<file path="config.mk">
export PLATFORM = sky130hd
export DESIGN_NAME = mult_accum
export DESIGN_NICKNAME = d
export VERILOG_FILES = /design/src/rtl/mult_accum.sv
export SDC_FILE = /design/constraint.sdc
export NUM_CORES = 1
export LEC_CHECK = 0
export ABC_AREA = 1
export BUFFER_PORTS_ARGS = -buffer_cell sky130_fd_sc_hd__buf_4
export CAP_MARGIN = 15
export CORE_UTILIZATION = 35
export CTS_CLUSTER_DIAMETER = 40
export DETAILED_ROUTE_END_ITERATION = 8
export RECOVER_POWER = 50
export SLEW_MARGIN = 5
export SYNTH_ARGS = -nofsm -noshare
export SYNTH_HDL_FRONTEND = slang
export SYNTH_SLANG_ARGS = --single-unit
</file>
<file path="constraint.sdc">
create_clock -name clk -period 2.3 [get_ports clk]
set_clock_uncertainty 0.2 [all_clocks]
set_input_delay 0.345 -clock clk [delete_from_list [all_inputs] [get_ports clk]]
set_output_delay 0.345 -clock clk [all_outputs]
set_load 0.02 [all_outputs]
</file>
<file path="src/rtl/mult_accum.sv">
// Accumulates signed products from booth_mult (one per rising edge of done) into a
// saturating accumulator and presents the sum on a valid/ready handshake.
module mult_accum #(
    parameter int width     = 8,
    parameter int acc_width = 24,
    parameter int cnt_width = 16
) (
    input  logic                   clk,
    input  logic                   rst_n,
    input  logic                   start,
    input  logic [cnt_width-1:0]   len,
    input  logic                   mult_done,
    input  logic [2*width-1:0]     mult_M,
    output logic                   busy,
    output logic                   acc_valid,
    input  logic                   out_ready,
    output logic [acc_width-1:0]   acc_out,
    output logic                   sat_flag
);

    typedef enum logic [1:0] {IDLE, ACCUM, OUT} state_t;

    localparam logic [acc_width-1:0] ACC_MAX = {1'b0, {(acc_width-1){1'b1}}};
    localparam logic [acc_width-1:0] ACC_MIN = {1'b1, {(acc_width-1){1'b0}}};

    state_t                 r_state;
    state_t                 w_next;
    logic                   r_done_d;
    logic                   w_capture;
    logic [cnt_width-1:0]   r_cnt;
    logic [acc_width-1:0]   r_acc;
    logic                   r_sat;
    logic                   r_busy;
    logic                   r_valid;
    logic [acc_width:0]     w_sum;
    logic                   w_ovf;
    logic [acc_width-1:0]   w_sat_val;

    assign w_capture = mult_done & ~r_done_d;

    // One guard bit: overflow shows as disagreement between the top two sum bits.
    always_comb begin
        w_sum     = {r_acc[acc_width-1], r_acc}
                  + {{(acc_width+1-2*width){mult_M[2*width-1]}}, mult_M};
        w_ovf     = w_sum[acc_width] ^ w_sum[acc_width-1];
        w_sat_val = w_sum[acc_width-1:0];
        if (w_ovf) begin
            w_sat_val = w_sum[acc_width] ? ACC_MIN : ACC_MAX;
        end
    end

    always_comb begin
        w_next = r_state;
        case (r_state)
            IDLE:    if (start) w_next = (len == '0) ? OUT : ACCUM;
            ACCUM:   if (w_capture && (r_cnt == cnt_width'(1))) w_next = OUT;
            OUT:     if (out_ready) w_next = IDLE;
            default: w_next = IDLE;
        endcase
    end

    always_ff @(posedge clk) begin
        if (!rst_n) begin
            r_state <= IDLE;
        end else begin
            r_state <= w_next;
        end
    end

    // Status outputs are registered from the next state so they align with r_state.
    always_ff @(posedge clk) begin
        if (!rst_n) begin
            r_acc    <= '0;
            r_cnt    <= '0;
            r_sat    <= 1'b0;
            r_busy   <= 1'b0;
            r_valid  <= 1'b0;
            r_done_d <= 1'b1;
        end else begin
            r_done_d <= mult_done;
            r_busy   <= (w_next != IDLE);
            r_valid  <= (w_next == OUT);
            case (r_state)
                IDLE: begin
                    if (start) begin
                        r_acc <= '0;
                        r_sat <= 1'b0;
                        r_cnt <= len;
                    end
                end
                ACCUM: begin
                    if (w_capture) begin
                        r_acc <= w_sat_val;
                        r_cnt <= r_cnt - cnt_width'(1);
                        if (w_ovf) r_sat <= 1'b1;
                    end
                end
                default: ;
            endcase
        end
    end

    assign busy      = r_busy;
    assign acc_valid = r_valid;
    assign acc_out   = r_acc;
    assign sat_flag  = r_sat;

endmodule
</file>
==> metrics.md <==
| Metric | Value |
|---|---|
| Total gr overflow | 0 |
| Worst endpoint required time | 2.33 ns |
| CP arrival | 2.45 ns |
| Number of buffers created by CTS | 5 |
| Number of synthesized flops with an enable pin | 0 |
| Syn avg cell area | 6.30 um2 |
| YS warnings | 0 |
| Outcome | finished, violations left |
| Final slew viol count | 0 |
| H-tree depth | 2 |
| Multi-input gate area | 3190 um2 |
| Pint | approximately 1.6 mW |
| Max_slew headroom | 67.0% |
| Sw Share | 34.1% |
| CP endpoint kind | flip-flop |
| Clock Path Buffers | 2 |
| Gate power share | 29.9% |
| Initial antenna violation count | 0 |
| CP Launch Type | flip-flop |
| Via count | 4753 |
| Drt drc | 0 |
| Post-detailed-route count of antenna-violating nets | 0 |
| Worst-Margin Slew | 0.496 ns |
| Psw | about 0.8 mW |
| Layout cell share with drive strength beyond 1 | between 30% and 40% |
| Fin crit period | 2.41 ns |
| # diodes | 0 |
| Peak supply drop | between 0.4 and 0.5 mV |
| Pre-antenna DRT Iters | 5 |
| Drt total wl | 13.8 mm |
| Row cnt | 38 |
| Netlist cell types | 31 |
| Routability cong. | a little over 0.9 |
| Clk Latency, worst-skew pair | between 0.3 and 0.4 ns |
| CTS tree | built |
| Port Buffers | 63 |
| Total negative slack | -1.82 ns |
| Main flop type after synthesis | dfxtp_1 |
| Synth top area share | 23.0% |
| Chip height | approximately 110 um |
| Leading cell type by number of instances after synthesis | nand2_1 |
| Final hold vios | 0 |
| RSZ-0062 raised after global routing | yes |
| HPWL after detailed placement | around 9.7 mm |
| PnR worst setup slack | -0.112 ns |
| Yosys reg bits | 46 |
| Reg clk slew, reported paths | 0.07 ns |
| Post-synthesis sequential area ratio | between 20% and 30% |
| CP Max Fanout | 7 |
| Largest net degree at the start of global routing | 32 |
| # fillers | 1099 |
| WS Path Type | reg -> reg |
| Initial core utilization | 36.5% |
| Cells after Synth | 636 |
| Core Area | 11000 um2 |
| Cell Pwr Density | 386 nW/um2 |
| Syn_nets | 700 |
| CTS Hold Buffers Added | 0 |
| Number of DRC markers in iteration 0 | between 200 and 250 |
| Max cap viols | 0 |
| Most frequent cells after synthesis | nand2_1, inv_1, nand3_1 |
| WL per Instance | 14.6 um |
| I/O pin cnt | 64 |
| Hold WC Path Type | in -> reg |
| Synth-to-Final Area Change | 52.4% |
| Die width | 109 um |
| Violated checks | negative setup slack |
| Most area-consuming cells after synthesis | dfxtp_1, nand2_1, ha_1 |
| GR Util All Layers | a little under a quarter |
| CTS Sinks | 46 |
| Synth area leader | dfxtp_1 |
| Vias in the first global route | roughly 4400 |
| Fmax | 415 MHz |
| Period utilisation layout | 105% |
| CTS Root Cell | clkbuf_16 |
| Pleak | about 2.8 nW |
| Final-stage net count | 865 |
| Final setup viols | 24 |
| Register Area | around 900 um2 |
| First-pass GRT wire length | 21.2 mm |
| Sequential power share | 36.6% |
| Die ar. | roughly 12000 um2 |
| Via density | 5.05 |
| Clock group share of total power | 33.6% |
| Post-synth ARST share | 0% |
| Post-Syn Area | around 4000 um2 |
| Overall Power | 2.35 mW |
==> cell usage in the layout, fill, tap and decap left out, types with 2 or more instances in the layout <==
cell type  synthesis  layout
dfxtp_2            0       2
dfxtp_1           46      43
a21oi_2           22      29
nand2_8            0       3
nor2_2            11      13
inv_1             71      71
a21oi_1           46      39
nor3_1             5       5
ha_4               0      19
clkbuf_16          0       6
nand3_1           50      43
clkbuf_4           0       2
xor2_1             8       8
nand4_1           16      16
nand2_2            9      20
buf_4              1     154
clkbuf_1          10      10
xnor2_1           11      11
nand2_1          191     168
or2_1              2       2
o21ai_0           34      34
nor4_1             5       5
and2_1             4       4
nand3_2            0       6
nand2_4            2      13
a211oi_1           3       3
nor2_1            39      36
a31oi_1            3       3
buf_12             0       6
o21bai_1           8       8
ha_1              26       7
==> worst max-delay path, stage by stage, from the launching register on <==
cell and delay (ns):
dfxtp_4 0.35, ha_4 0.16, fa_2 0.35, nand2_2 0.09, nand2_2 0.07, nand3_2 0.10, nand2_2 0.08, nand2_4 0.10
nand3_4 0.08, nand2_4 0.07, nand2_4 0.06, a21boi_4 0.15, buf_12 0.14, buf_12 0.14, nand2_2 0.07, a21oi_2 0.12
==> through the flow <==
stage	hold slack (ns)	std cells	utilization [%]	instance area [um2]	setup WS, ns
6_report	0.0328	942	55.6	6100	-0.112
5_1_grt	0.0440	942	55.6	6100	-0.223
4_1_cts	0.0319	937	53.5	5880	-0.0623
3_5_place_dp	0.287	922	49.0	5380	-0.326
3_3_place_gp	0.272	922	49.0	5380	-0.306
2_1_floorplan	0.241	636	-	4030	0.000321
==> routing by layer <==
| layer | vias to the layer above | wire, um | global-route usage [%] |
|---|---|---|---|
| met5 | - | 0 | 0 |
| met4 | 0 | 356 | 7.05 |
| met3 | 31 | 654 | 3.77 |
| met2 | 122 | 6460 | 37.8 |
| met1 | 2181 | 6320 | 30.6 |
| li1 | 2419 | - | - |
==> cell families after synthesis <==
group | after synthesis | synth area share [%]
flip-flops | 46 | 23.0
adder cells (fa/ha/maj) | 27 | 8.62
buffers and inverters | 90 | 9.41
XOR/XNOR | 19 | 4.16
AO/OA/AOI/OAI | 119 | 18.2
AND/OR/NAND/NOR | 335 | 36.7
==> state kept, by name, indices dropped and copies added, names as in the netlist <==
register   count
acc_valid      1
r_done_d       1
sat_flag       1
acc_out       24
busy           1
r_cnt         16
r_state        2
==> timing repair <==
| action | 4_1_cts | 5_1_grt |
|---|---|---|
| pin swaps | 3 | 16 |
| setup endpoints to repair | 24 | 24 |
| gates resized for setup | 41 | 37 |
| gates cloned | 2 | 2 |
| hold endpoints to repair | 0 | 0 |
| buffers inserted | 5 | 3 |
==> power groups by stage <==
stage	clock (mW)	sequential (mW)	combinational (mW)
after floorplan	0	0.879	0.351
after global placement	0	0.875	0.584
after detailed placement	0	0.876	0.592
after CTS	0.807	0.859	0.650
after global routing	0.836	0.865	0.771
final	0.790	0.860	0.703
==> worst paths after layout <==
path / start / endpoint / slack [ns] / cells past startpoint
worst max-delay path: acc_out[0]$_SDFFE_PN0P_ / acc_out[13]$_SDFFE_PN0P_ / -0.11 / 15
worst min-delay path: mult_done / r_done_d$_SDFF_PN1_ / 0.03 / 3
worst min register to register: r_cnt[2]$_SDFFE_PN0P_ / r_cnt[2]$_SDFFE_PN0P_ / 0.31 / 2
worst max register to register: acc_out[0]$_SDFFE_PN0P_ / acc_out[13]$_SDFFE_PN0P_ / -0.11 / 15
==> layout make-up <==
type | instances | share of cell area (%)
clock buffer | 5 | 2.05
clock inverter | 3 | 0.369
inverter | 71 | 4.37
multi-input combinational | 502 | 52.3
sequential | 46 | 15.2
tap | 140 | 2.87
timing repair buffer | 175 | 22.8
Power figures use the tool's default switching activity.
